==> config.mk <==
export PLATFORM = sky130hd
export DESIGN_NAME = u_rx
export DESIGN_NICKNAME = d
export VERILOG_FILES = /design/src/rtl/u_rx_pkg.sv /design/src/rtl/u_sync2.sv /design/src/rtl/u_rx.sv
export SDC_FILE = /design/constraint.sdc
export NUM_CORES = 1
export LEC_CHECK = 0
export BUFFER_PORTS_ARGS = -buffer_cell sky130_fd_sc_hd__buf_2
export CAP_MARGIN = 20
export CELL_PAD_IN_SITES_DETAIL_PLACEMENT = 0
export CELL_PAD_IN_SITES_GLOBAL_PLACEMENT = 1
export CORE_MARGIN = 8
export CORE_UTILIZATION = 41
export CTS_CLUSTER_DIAMETER = 150
export DETAILED_ROUTE_END_ITERATION = 8
export PLACE_DENSITY = 0.71
export SYNTH_ARGS = -nofsm -noshare
export SYNTH_HDL_FRONTEND = slang
export SYNTH_SLANG_ARGS = --single-unit
==> constraint.sdc <==
create_clock -name clk -period 1.7 [get_ports clk]
set_input_delay 0.17 -clock clk [delete_from_list [all_inputs] [get_ports clk]]
set_output_delay 0.17 -clock clk [all_outputs]
set_load 0.01 [all_outputs]
==> src/rtl/u_rx_pkg.sv <==
// Shared UART receive definitions: FSM state encodings and line constants.
package u_rx_pkg;

    // 3-bit state encoding, values shared with the transmit side.
    typedef enum logic [2:0] {
        ST_IDLE    = 3'd0,
        ST_START   = 3'd1,
        ST_DATA    = 3'd2,
        ST_STOP    = 3'd3,
        ST_CLEANUP = 3'd4
    } rx_state_e;

    // Idle (mark) level of the serial line.
    localparam logic LINE_IDLE = 1'b1;

endpackage

==> src/rtl/u_sync2.sv <==
// Two-flop synchronizer for a single asynchronous input bit.
module u_sync2 #(
    parameter logic RESET_VAL = 1'b0
) (
    input  logic clk_i,
    input  logic rst_i,
    input  logic d_i,
    output logic q_o
);

    logic meta_q;
    logic sync_q;

    // Two back-to-back flops; reset to the line's idle level.
    always_ff @(posedge clk_i or posedge rst_i) begin
        if (rst_i) begin
            meta_q <= RESET_VAL;
            sync_q <= RESET_VAL;
        end else begin
            meta_q <= d_i;
            sync_q <= meta_q;
        end
    end

    assign q_o = sync_q;

endmodule

==> src/rtl/u_rx.sv <==
// UART receiver: 1 start bit, width data bits LSB first, 1 stop bit, no parity.
// The line is oversampled at no_of_sample ticks per bit and sampled at mid-bit.
module u_rx
    import u_rx_pkg::*;
#(
    parameter int unsigned width        = 8,
    parameter int unsigned no_of_sample = 16
) (
    input  logic             clk,
    input  logic             rst,
    input  logic             rx_data_in,
    input  logic             baud_en_rx,
    output logic [width-1:0] data_out,
    output logic             rx_done,
    output logic             frame_err,
    output logic             rx_active
);

    localparam int unsigned SMP_W = $clog2(no_of_sample);
    localparam int unsigned BIT_W = $clog2(width);

    localparam logic [SMP_W-1:0] SMP_MID  = SMP_W'(no_of_sample / 2 - 1);
    localparam logic [SMP_W-1:0] SMP_LAST = SMP_W'(no_of_sample - 1);
    localparam logic [BIT_W-1:0] BIT_LAST = BIT_W'(width - 1);

    logic rxs;

    rx_state_e        state_q,   state_d;
    logic [SMP_W-1:0] smp_q,     smp_d;
    logic [BIT_W-1:0] bit_idx_q, bit_idx_d;
    logic [width-1:0] sh_q,      sh_d;
    logic [width-1:0] data_q,    data_d;
    logic             done_q,    done_d;
    logic             ferr_q,    ferr_d;
    logic             active_q,  active_d;

    u_sync2 #(
        .RESET_VAL (LINE_IDLE)
    ) u_sync2_rx (
        .clk_i (clk),
        .rst_i (rst),
        .d_i   (rx_data_in),
        .q_o   (rxs)
    );

    // State, counters, shift register and output registers.
    always_ff @(posedge clk or posedge rst) begin
        if (rst) begin
            state_q   <= ST_IDLE;
            smp_q     <= '0;
            bit_idx_q <= '0;
            sh_q      <= '0;
            data_q    <= '0;
            done_q    <= 1'b0;
            ferr_q    <= 1'b0;
            active_q  <= 1'b0;
        end else begin
            state_q   <= state_d;
            smp_q     <= smp_d;
            bit_idx_q <= bit_idx_d;
            sh_q      <= sh_d;
            data_q    <= data_d;
            done_q    <= done_d;
            ferr_q    <= ferr_d;
            active_q  <= active_d;
        end
    end

    // Next-state logic: start detect on any clk, all sampling gated by the baud tick.
    always_comb begin
        state_d   = state_q;
        smp_d     = smp_q;
        bit_idx_d = bit_idx_q;
        sh_d      = sh_q;
        data_d    = data_q;
        done_d    = 1'b0;
        ferr_d    = ferr_q;
        active_d  = active_q;

        unique case (state_q)
            ST_IDLE: begin
                active_d = 1'b0;
                if (!rxs) begin
                    state_d  = ST_START;
                    smp_d    = '0;
                    active_d = 1'b1;
                end
            end
            ST_START: begin
                if (baud_en_rx) begin
                    if (smp_q == SMP_MID) begin
                        smp_d = '0;
                        if (!rxs) begin
                            state_d   = ST_DATA;
                            bit_idx_d = '0;
                        end else begin
                            // Line back high at mid start bit: treat as a glitch.
                            state_d  = ST_IDLE;
                            active_d = 1'b0;
                        end
                    end else begin
                        smp_d = smp_q + SMP_W'(1);
                    end
                end
            end
            ST_DATA: begin
                if (baud_en_rx) begin
                    if (smp_q == SMP_LAST) begin
                        sh_d  = {rxs, sh_q[width-1:1]};
                        smp_d = '0;
                        if (bit_idx_q == BIT_LAST) begin
                            state_d = ST_STOP;
                        end else begin
                            bit_idx_d = bit_idx_q + BIT_W'(1);
                        end
                    end else begin
                        smp_d = smp_q + SMP_W'(1);
                    end
                end
            end
            ST_STOP: begin
                if (baud_en_rx) begin
                    if (smp_q == SMP_LAST) begin
                        // Word is published even on a framing error.
                        data_d  = sh_q;
                        ferr_d  = ~rxs;
                        done_d  = 1'b1;
                        smp_d   = '0;
                        state_d = ST_CLEANUP;
                    end else begin
                        smp_d = smp_q + SMP_W'(1);
                    end
                end
            end
            ST_CLEANUP: begin
                active_d = 1'b0;
                state_d  = ST_IDLE;
            end
            default: begin
                state_d  = ST_IDLE;
                active_d = 1'b0;
            end
        endcase
    end

    assign data_out  = data_q;
    assign rx_done   = done_q;
    assign frame_err = ferr_q;
    assign rx_active = active_q;

endmodule

* Yosys cells after proc, flatten, opt, wreduce, memory -nomap -nowiden
Index checks and enable logic that the tools add are counted.
** Word-level totals
- Flip-flop bits (word level) :: 31
- Input port bits :: 4
- Word-level logic and storage cells :: 73
** Cells by class
- $add $sub $neg :: 2
- Equality and inequality tests :: 18
- Mux-type cells :: 31
- Bitwise logic cells :: 2
- Reduce and logical (&&, ||, !) cells :: 10
** Operators with widths (number)
- two-way mux 3 bit :: 14
- two-way mux 4 bit :: 5
- inequality test 2 bit (second input constant) :: 10
- one-hot mux 3 bit (4 select lines) :: 1
- one-hot mux 4 bit (3 select lines) :: 1
- AND reduction 4 bit :: 2
- AND reduction 8 bit :: 1
- two-way mux 1 bit :: 7
- AND reduction 7 bit :: 1
- equality test 3 x 2 -> 1 bit (second input constant) :: 2
- one-hot mux 3 bit (2 select lines) :: 1
- AND reduction 3 bit :: 2
- adder 4 x 1 -> 4 bit (second input constant) :: 1
- equality test 4 x 3 -> 1 bit (second input constant) :: 1
- equality test 4 bit (second input constant) :: 1
- inequality test 2 x 1 -> 1 bit (second input constant) :: 2
- adder 3 x 1 -> 3 bit (second input constant) :: 1
- equality test 3 x 1 -> 1 bit (second input constant) :: 1
- equality test 3 bit (second input constant) :: 1
- logical NOT 3 bit :: 1
- one-hot mux 1 bit (3 select lines) :: 1
- nonzero test 3 bit :: 1
- two-way mux 2 bit :: 1
- NOT 1 bit :: 2
- 2 further kinds :: 2

* Logic depth before layout (Yosys ltp)
Gate-level depths: netlist (run 1).
- Word-level depth :: 5
- Gate-level depth with buffers :: 6

* Cells and area by module
From an unflattened synthesis (run 1), not the netlist that was laid out.
** Second synthesis, totals
- Cells, all modules :: 118
- Area, all modules :: 1435.1 um^2
** Modules (own cells, without submodules)
- u_rx :: times used 1, cells each 115, area each 1378.8 um^2
- u_sync2 :: times used 1, cells each 3, area each 56.3 um^2

* Least setup slack after synthesis (run 1)
OpenSTA, ideal clock, no wires.
- Path kind :: register -> register
- From :: register smp_q[0]
- To :: register data_q[1], in the netlist data_out[1]
- Library setup time :: 0.125 ns
- Arrival time :: 1.554 ns
- Required time :: 1.575 ns
- Setup slack :: 0.022 ns
- Stages on the path, launching flop included :: 6
- Period minus slack after synthesis :: 1.678 ns
- Path through :: dfrtp_1 -> ha_1 -> nand4_1 -> nor3_1 -> buf_4 -> mux2_2
** Between the ends
- Longest elaborated chain between the ends :: 2
** Ends and longest elaborated chain
- from (decl) :: line u_rx.sv:29 : logic [SMP_W-1:0] smp_q, smp_d;
- from (signal assigned) :: line u_rx.sv:59 : smp_q <= smp_d;
- equality test 4 bit :: line u_rx.sv:123 : if (smp_q == SMP_LAST) begin
- AND reduction 3 bit (no source line)
- to (signal assigned) :: line u_rx.sv:62 : data_q <= data_d;
- to (decl) :: line u_rx.sv:32 : logic [width-1:0] data_q, data_d;
Every way passes these cells.
A chain may end at the register's enable or synchronous reset.

* Final worst setup path (run 1)
- From :: register state_q[0]
- To :: register bit_idx_q[0]
** Between the ends
- Longest elaborated chain between the ends :: 3
- Elaborated cells on any way between the ends :: 11
- Classes of those cells :: eq/ne (8); mux (1); reduce/logical (2)
** Ends and longest elaborated chain
- from (decl) :: line u_rx.sv:28 : rx_state_e state_q, state_d;
- from (signal assigned) :: line u_rx.sv:58 : state_q <= state_d;
- equality test 3 x 1 -> 1 bit or equality test 3 x 2 -> 1 bit (tied branches) :: line u_rx.sv:80 : unique case (state_q)
- inequality test 2 bit (no source line) or nonzero test 2 bit (tied branches)
- AND reduction 7 bit (no source line)
- to (signal assigned) :: line u_rx.sv:60 : bit_idx_q <= bit_idx_d;
- to (decl) :: line u_rx.sv:30 : logic [BIT_W-1:0] bit_idx_q, bit_idx_d;
Several ways; a longest one is shown, not always the timed one.

==> results.cfg, run 1 <==
[outcome]
status = finished, final reports clean

[synth]
syn_inst = 119
synth_top_area_share_pct = 50.52
yosys.area.top_type = dfrtp_1
syn_area_per_cell_um2 = 12.07
ys_types = 36
ys_warn_count = 0
syn-cell-area_mm2 = 0.001436
ys_seq_elements = 31
ys_seq_area_share_pct = 54.18
syn_nets = 126
synth_area_leaders = dfrtp_1 (51%), mux2_2 (13%), dfstp_2 (3.7%), ha_1 (2.6%), nand2_1 (2.6%)

[setup_path]
crit_path_end_kind = flip-flop
critPathArrivalTime_ns = 1.87
crit_family = flip-flops
path_class = flip-flop to flip-flop
cp_data_required_time_ns = 1.92
critPathLaunchType = flip-flop
crit_path_cell_trace = or3b_4, o31ai_4, o311ai_4, mux2_4
cp_max_fo = 3
crit_slowest_cell = dfrtp_1
timing.critical_path.buf_inv = 0
max_stage_delay_ns = 0.44

[clock_network]
cts_made_buffers = 5
clock_latency_ns = 0.33
cts_sinks = 31
cts_root_buf = clkbuf_4
clockBufferDepth = 2
cts_tree = done
htreeDepth = 2
clkTransAtPathRegs_ns = 0.10

[job]
cap_violations = 0

[detailed_routing]
drc = 0
dr.pass1.iters = 4
vias = 1020
drtAntennaViolNets = 0
routedWlPerCell_um = 13.90
drt-total-wl_um = 2794
routed_via_density = 5.075
first_iter_violations = 61

[sta]
finalCriticalPeriod_ns = 1.652
setup_tns_ns = 0
whs_ns = 0.2086
setup_viol = 0
post-route-period-util_pct = 97.16
worst_pin_slew_ns = 0.3805
finalMaxSlewViolations = 0
max_freq_mhz = 605.4
skew_ns = 0.01148
worst_slack_ns = 0.04828
final-hold-violation-count = 0
relSlewSlack_pct = 74.63

[global_route]
grt_start_max_net_pins = 32
grt_usage_pct = 10.77
antenna_found_initial = 0
grt_pass1_wl_um = 4540
first_global_vias = 1014
grt_overflow = 0

[power]
seq_power_share_pct = 40.2
power.total_mw = 2.481
p_sw_share_pct = 33.33
p_comb_share_pct = 37.9
peakVddDrop_uv = 758.8
powerDensity_mw_per_mm2 = 1357
pwr-share-clk_pct = 21.8
p_leak_nw = 0.8873
p_int_mw = 1.654
p_switching_uw = 827.0

[placement]
io_buffers = 14
place_hpwl_um = 1956
dp_slack_ns = -0.01056
place_congestion = 0.8027
dp_cells = 188

[die]
dieArea_mm2 = 0.005654
initial_core_util_pct = 42.71
dieHeight_um = 75.19
die_w_um = 75.19
rows = 21
io_pins = 15
core_area_mm2 = 0.003363

[layout]
fillers = 302
nNetsFinal = 162
diodes = 0
layout-drive-gt1-share_pct = 43.23
final_cell_mix = dfrtp_1 (29), mux2_2 (16), buf_4 (15)
area_growth_pct = 27.26
final_cell_count_no_fill = 201
final_common_cell = dfrtp_1

[min_path]
hold_path.class = input port to flip-flop
==> flip-flops by register name, indices dropped and copies added (netlist names) <==
name               count
sh_q                   8
data_out               8
bit_idx_q              3
u_sync2_rx.q_o         1
u_sync2_rx.meta_q      1
frame_err              1
smp_q                  4
rx_done                1
rx_active              1
state_q                3
==> synth_stat cells, drive strengths merged <==
| cell | instances |
|---|---|
| a21o | 1 |
| a21oi | 3 |
| a22oi | 1 |
| a31oi | 2 |
| and2 | 1 |
| buf | 4 |
| clkbuf | 1 |
| dfrtp | 29 |
| dfstp | 2 |
| ha | 3 |
| inv | 4 |
| mux2 | 17 |
| mux2i | 2 |
| nand2 | 10 |
| nand2b | 2 |
| nand3 | 3 |
| nand4 | 1 |
| nand4b | 2 |
| nor2 | 11 |
| nor3 | 3 |
| o211ai | 1 |
| o21ai | 3 |
| o21bai | 1 |
| o311ai | 2 |
| o31a | 1 |
| o31ai | 3 |
| or3 | 1 |
| or3b | 1 |
| or4 | 1 |
| or4b | 1 |
| xnor2 | 2 |
==> per-layer routing <==
layer  global-route usage [%]  vias up  part of all wire (%)
li1                         -      497                     -
met1                    12.72      495                    49
met2                    16.70       23                    45
met3                    3.462        5                   3.8
met4                    6.397        0                   1.7
met5                        0        -                     0
==> through the flow <==
stage                     utilization, %  instance area (um^2)
after floorplan                        -                  1436
after global placement             49.55                  1667
after detailed placement           49.55                  1667
after CTS                          52.34                  1760
after global routing               54.35                  1828
final                              54.35                  1828
==> cell families (layout without fill, tap and decap cells) <==
family | after synthesis | count (layout) | synth area share, %
AOI/OAI and AO/OA | 18 | 18 | 10.63
muxes | 19 | 19 | 14.98
and+or+nand+nor | 37 | 37 | 13.42
buffers and inverters | 9 | 45 | 2.961
DFF | 31 | 31 | 54.18
adders and majority gates | 3 | 3 | 2.614
xor gates and xnor gates | 2 | 2 | 1.220
==> final cells by class <==
cell class	instances	area [um^2]	area share, %
Clock buffer	6	41.29	2.259
Clock inverter	1	30.03	1.643
Inverter	4	15.01	0.8214
Multi-Input combinational cell	79	651.9	35.66
Sequential cell	31	778.2	42.57
Tap cell	46	57.56	3.149
Timing Repair Buffer	34	254.0	13.89
==> power groups by stage <==
stage	Clock, mW	Sequential [mW]	Combinational, mW
finish	0.542	0.998	0.941
global route	0.585	1.01	1.04
CTS	0.567	0.991	0.824
detailed placement	0	1.00	0.817
global placement	0	0.996	0.808
floorplan	0	0.973	0.562
==> final timing paths <==
kind	start	to	slack, ns	cells after the start
max in group asynchronous	rst	u_sync2_rx.q_o$_DFF_PP1_	0.92	4
worst max register to register	state_q[0]$_DFFE_PP0P_	bit_idx_q[0]$_DFFE_PP0P_	0.05	4
worst min register to register	u_sync2_rx.meta_q$_DFF_PP1_	u_sync2_rx.q_o$_DFF_PP1_	0.36	0
worst min-delay path	baud_en_rx	state_q[1]$_DFFE_PP0P_	0.21	3
min in group asynchronous	rst	rx_active$_DFFE_PP0P_	0.45	4
worst max-delay path	state_q[0]$_DFFE_PP0P_	bit_idx_q[0]$_DFFE_PP0P_	0.05	4
==> worst min-delay path, stage by stage <==
cell     delay (ns)
buf_2          0.16
nand2_1        0.07
o31a_1         0.11
==> repair_timing <==
item                                    CTS  global route
endpoints found under the hold margin    30             0
pin swaps                                 0             1
hold buffers                              2             0
endpoints found under the setup margin    2            20
buffers inserted                          0             4
gates resized for setup                   1             6
Note: power is estimated with default switching activity, not from simulation.
==> inputs of run 2 (changes only) <==
- CORE_ASPECT_RATIO: default -> 0.7
==> results.cfg, run 2 (synthesis results as in run 1) <==
[sta]
worst_pin_slew_ns = 0.3929
whs_ns = 0.2773
skew_ns = 0.01133
setup_viol = 0
max_freq_mhz = 591.2
rsz0062_at_grt = yes
relSlewSlack_pct = 73.81
finalCriticalPeriod_ns = 1.692
final-hold-violation-count = 0
finalMaxSlewViolations = 0
post-route-period-util_pct = 99.50
worst_slack_ns = 0.008438

[global_route]
first_global_vias = 1037
grt_pass1_wl_um = 4954
antenna_found_initial = 0
grt_overflow = 0
grt_usage_pct = 11.29
grt_start_max_net_pins = 32

[job]
cap_violations = 0

[layout]
layout-drive-gt1-share_pct = 44.65
final_cell_mix = dfrtp_1 (29), buf_4 (19), mux2_2 (16)
fillers = 283
diodes = 0
final_cell_count_no_fill = 209
final_common_cell = dfrtp_1
design_area_mm2 = 0.001859
nNetsFinal = 165
area_growth_pct = 29.44

[clock_network]
clock_latency_ns = 0.28
cts_sinks = 31
cts_root_buf = clkbuf_8
clkTransAtPathRegs_ns = 0.07
cts_tree = done
cts_made_buffers = 5
clockBufferDepth = 2
htreeDepth = 2

[power]
peakVddDrop_uv = 679.6
powerDensity_mw_per_mm2 = 1376
p_comb_share_pct = 38.0
p_sw_share_pct = 33.86
p_leak_nw = 0.9145
pwr-share-clk_pct = 23.3
p_switching_uw = 866.4
p_int_mw = 1.692
power.total_mw = 2.558
seq_power_share_pct = 38.7

[min_path]
hold_path.class = input port to flip-flop

[setup_path]
rrSetupSlack_ns = 0.008
critPathLaunchType = flip-flop
reg2reg_depth = 4
max_stage_delay_ns = 0.45
crit_family = simple AND/OR/NAND/NOR gates
critPathArrivalTime_ns = 1.86
crit_path_cell_trace = or3b_4, o31ai_4, o311ai_4, mux2_4
r2r-start = state_q[2]$_DFFE_PP0P_
crit_slowest_cell = or3b_4
cp.depth = 4
reg2reg_to = bit_idx_q[0]$_DFFE_PP0P_
crit_end = bit_idx_q[0]$_DFFE_PP0P_
timing.critical_path.buf_inv = 0
cp_data_required_time_ns = 1.87
crit_path_end_kind = flip-flop
startpoint = state_q[2]$_DFFE_PP0P_
path_class = flip-flop to flip-flop
cp_max_fo = 4

[die]
dieArea_mm2 = 0.005684
rows = 18
io_pins = 15
initial_core_util_pct = 41.68
core_area_mm2 = 0.003446
dieHeight_um = 65.52
die_w_um = 86.75

[detailed_routing]
vias = 1030
drc = 0
drt-total-wl_um = 2967
dr.pass1.iters = 4
routedWlPerCell_um = 14.20
first_iter_violations = 86
drtAntennaViolNets = 0
routed_via_density = 4.928

[outcome]
status = finished, final reports clean

[placement]
placedInstanceArea_mm2 = 0.001697
dp_slack_ns = 0.01166
place_congestion = 0.8469
place_hpwl_um = 2081
dp_cells = 197
io_buffers = 14
-- run 2: cell types whose count changed in the layout (fill, tap and decap cells not counted), sizes merged --
cell / previous run / this run
bufinv: 1 / 0
buf: 32 / 35
clkbuf: 6 / 7
clkinv: 0 / 1
-- run 2: timing repair --
| action | CTS | global route |
|---|---|---|
| endpoints found under the hold margin | 30 | 0 |
| resized for setup | 0 | 7 |
| pin swaps | 0 | 1 |
| endpoints found under the setup margin | 1 | 22 |
| hold buffers | 2 | 0 |
| setup buffers | 1 | 1 |
-- run 2: per-stage QoR --
stage	utilization [%]	TNS [ns]
6_report	53.96	0
5_1_grt	53.96	-0.06172
4_1_cts	52.69	0
3_5_place_dp	49.24	0
3_3_place_gp	49.24	0
2_1_floorplan	-	0
-- run 2: final cells by class --
| cell class | instances | area, um^2 | area share (%) |
|---|---|---|---|
| multi-input cells | 79 | 648.1 | 34.86 |
| well taps | 50 | 62.56 | 3.365 |
| repair buffers | 37 | 264.0 | 14.20 |
| clock inverters | 1 | 5.005 | 0.2692 |
| clock buffers | 7 | 86.33 | 4.643 |
| flip-flops and latches | 31 | 778.2 | 41.86 |
| inverters | 4 | 15.01 | 0.8075 |
-- run 2: worst min-delay path by stage --
stage,cells after the start,from,endpoint
final,3,baud_en_rx,state_q[1]$_DFFE_PP0P_
after detailed placement,3,rst,state_q[1]$_DFFE_PP0P_
after floorplan,0,rx_data_in,u_sync2_rx.meta_q$_DFF_PP1_
after global routing,3,baud_en_rx,state_q[1]$_DFFE_PP0P_
after CTS,3,baud_en_rx,state_q[1]$_DFFE_PP0P_
after global placement,3,rst,data_out[6]$_DFFE_PP0P_
-- run 2: power by group through the flow --
stage / clock [mW] / combinational (mW) / sequential, mW
2_1_floorplan: 0 / 0.562 / 0.973
3_3_place_gp: 0 / 0.869 / 0.980
3_5_place_dp: 0 / 0.880 / 0.984
4_1_cts: 0.616 / 0.890 / 0.970
5_1_grt: 0.657 / 1.08 / 1.01
6_report: 0.597 / 0.972 / 0.990
-- run 2: worst register-to-register path, stage by stage (launching register included) --
cell      delay [ns]
dfrtp_1         0.43
or3b_4          0.45
o31ai_4         0.22
o311ai_4        0.15
mux2_4          0.33
-- run 2: metal layers --
metal  up-vias  part of all wire, %  GRT usage (%)
li1        505                    -              -
met4         0                  1.2          3.846
met1       496                   48          14.41
met2        24                   46          16.81
met3         5                  5.6          4.732
met5         -                    0              0
==> inputs of run 3 (changes only) <==
- SETUP_SLACK_MARGIN: default -> 0.2
==> results.cfg, run 3 (synthesis results as in run 1) <==
[clock_network]
cts_root_buf = clkbuf_8
clock_latency_ns = 0.28
cts_tree = done
cts_made_buffers = 5
cts_sinks = 31
clkTransAtPathRegs_ns = 0.07
clockBufferDepth = 2
htreeDepth = 2

[die]
dieArea_mm2 = 0.005684
io_pins = 15
die_w_um = 86.75
core_area_mm2 = 0.003446
dieHeight_um = 65.52
initial_core_util_pct = 41.68
rows = 18

[layout]
fillers = 298
regArea_um2 = 778.2
design_area_mm2 = 0.001958
layout-drive-gt1-share_pct = 48.78
area_growth_pct = 36.32
multiInputGateArea_um2 = 705.7
diodes = 0
nNetsFinal = 170
final_common_cell = dfrtp_1
final_cell_mix = dfrtp_1 (29), buf_4 (23), buf_2 (14)
final_cell_count_no_fill = 214
final_util_pct = 56.83

[setup_path]
r2r-start = state_q[0]$_DFFE_PP0P_
cp.depth = 4
crit_slowest_cell = or3b_4
critPathArrivalTime_ns = 1.80
path_class = flip-flop to flip-flop
cp_max_fo = 4
crit_path_end_kind = flip-flop
rrSetupSlack_ns = 0.07
cp_data_required_time_ns = 1.87
timing.critical_path.buf_inv = 0
reg2reg_depth = 4
reg2reg_to = bit_idx_q[0]$_DFFE_PP0P_
crit_path_cell_trace = or3b_4, o31ai_4, o311ai_4, mux2_4
max_stage_delay_ns = 0.44
critPathLaunchType = flip-flop
crit_end = bit_idx_q[0]$_DFFE_PP0P_
crit_family = simple AND/OR/NAND/NOR gates
startpoint = state_q[0]$_DFFE_PP0P_

[detailed_routing]
vias = 1080
drc = 0
first_iter_violations = 55
drt-total-wl_um = 2995
drtAntennaViolNets = 0
dr.pass1.iters = 4
routedWlPerCell_um = 14.00
routed_via_density = 5.047

[outcome]
status = finished, final reports clean

[global_route]
grt_usage_pct = 11.81
grt_start_max_net_pins = 32
first_global_vias = 1101
antenna_found_initial = 0
grt_pass1_wl_um = 5230
grt_overflow = 0

[placement]
place_hpwl_um = 2061
io_buffers = 14
dp_cells = 191
place_congestion = 0.7994
placedInstanceArea_mm2 = 0.001692

[job]
cap_violations = 0

[sta]
rsz0062_at_grt = yes
final-hold-violation-count = 0
finalCriticalPeriod_ns = 1.631
post-route-period-util_pct = 95.95
setup_viol = 0
setup_tns_ns = 0
skew_ns = 0.009673
relSlewSlack_pct = 73.47
worst_pin_slew_ns = 0.3979
max_freq_mhz = 613.1
finalMaxSlewViolations = 0

[power]
p_leak_nw = 0.9480
power.total_mw = 2.700
powerDensity_mw_per_mm2 = 1379
peakVddDrop_uv = 604.2

[min_path]
hold_path.class = input port to flip-flop
-- run 3: worst min path at each step --
| stage | startpoint | end | slack, ns | cells after the start |
|---|---|---|---|---|
| final | baud_en_rx | state_q[0]$_DFFE_PP0P_ | 0.24 | 2 |
| after global placement | rst | data_out[7]$_DFFE_PP0P_ | 0.26 | 3 |
| after floorplan | rx_data_in | u_sync2_rx.meta_q$_DFF_PP1_ | 0.17 | 0 |
| after CTS | baud_en_rx | state_q[0]$_DFFE_PP0P_ | 0.27 | 2 |
| after detailed placement | rst | data_out[7]$_DFFE_PP0P_ | 0.27 | 3 |
| after global routing | baud_en_rx | state_q[0]$_DFFE_PP0P_ | 0.26 | 2 |
-- run 3: report_power, final --
| part | internal (mW) | leakage, nW | switching [mW] |
|---|---|---|---|
| Clock | 0.369 | 0.0515 | 0.260 |
| Sequential | 0.867 | 0.406 | 0.119 |
| Combinational | 0.568 | 0.491 | 0.517 |
-- run 3: repair_timing --
item,4_1_cts,5_1_grt
setup endpoints to repair,23,25
setup buffers,10,3
pin swaps,4,5
endpoints found under the hold margin,30,0
resized for setup,5,7
hold buffers,2,0
-- run 3: cell type report --
type / instances / share of cell area [%]
timing repair buffer: 42 / 15.14
clock buffer: 8 / 5.112
tap: 50 / 3.195
sequential: 31 / 39.74
multi-input combinational: 79 / 36.04
inverter: 4 / 0.7668
-- run 3: per-stage QoR --
stage          setup slack [ns]  hold WS (ns)
2_1_floorplan            0.1115        0.1745
4_1_cts                 0.05073        0.2697
3_5_place_dp            0.04197        0.2710
5_1_grt                 0.03542        0.2563
6_report                0.06891        0.2446
3_3_place_gp            0.07361        0.2617
-- run 3: layer usage --
metal / global-route usage, % / wire [um] / share of wire (%) / vias to the layer above
met1: 14.21 / 1427 / 48 / 536
met4: 5.342 / 33 / 1.1 / 0
met2: 18.71 / 1360 / 45 / 28
met5: 0 / 0 / 0 / -
met3: 4.110 / 174 / 5.8 / 4
li1: - / - / - / 512
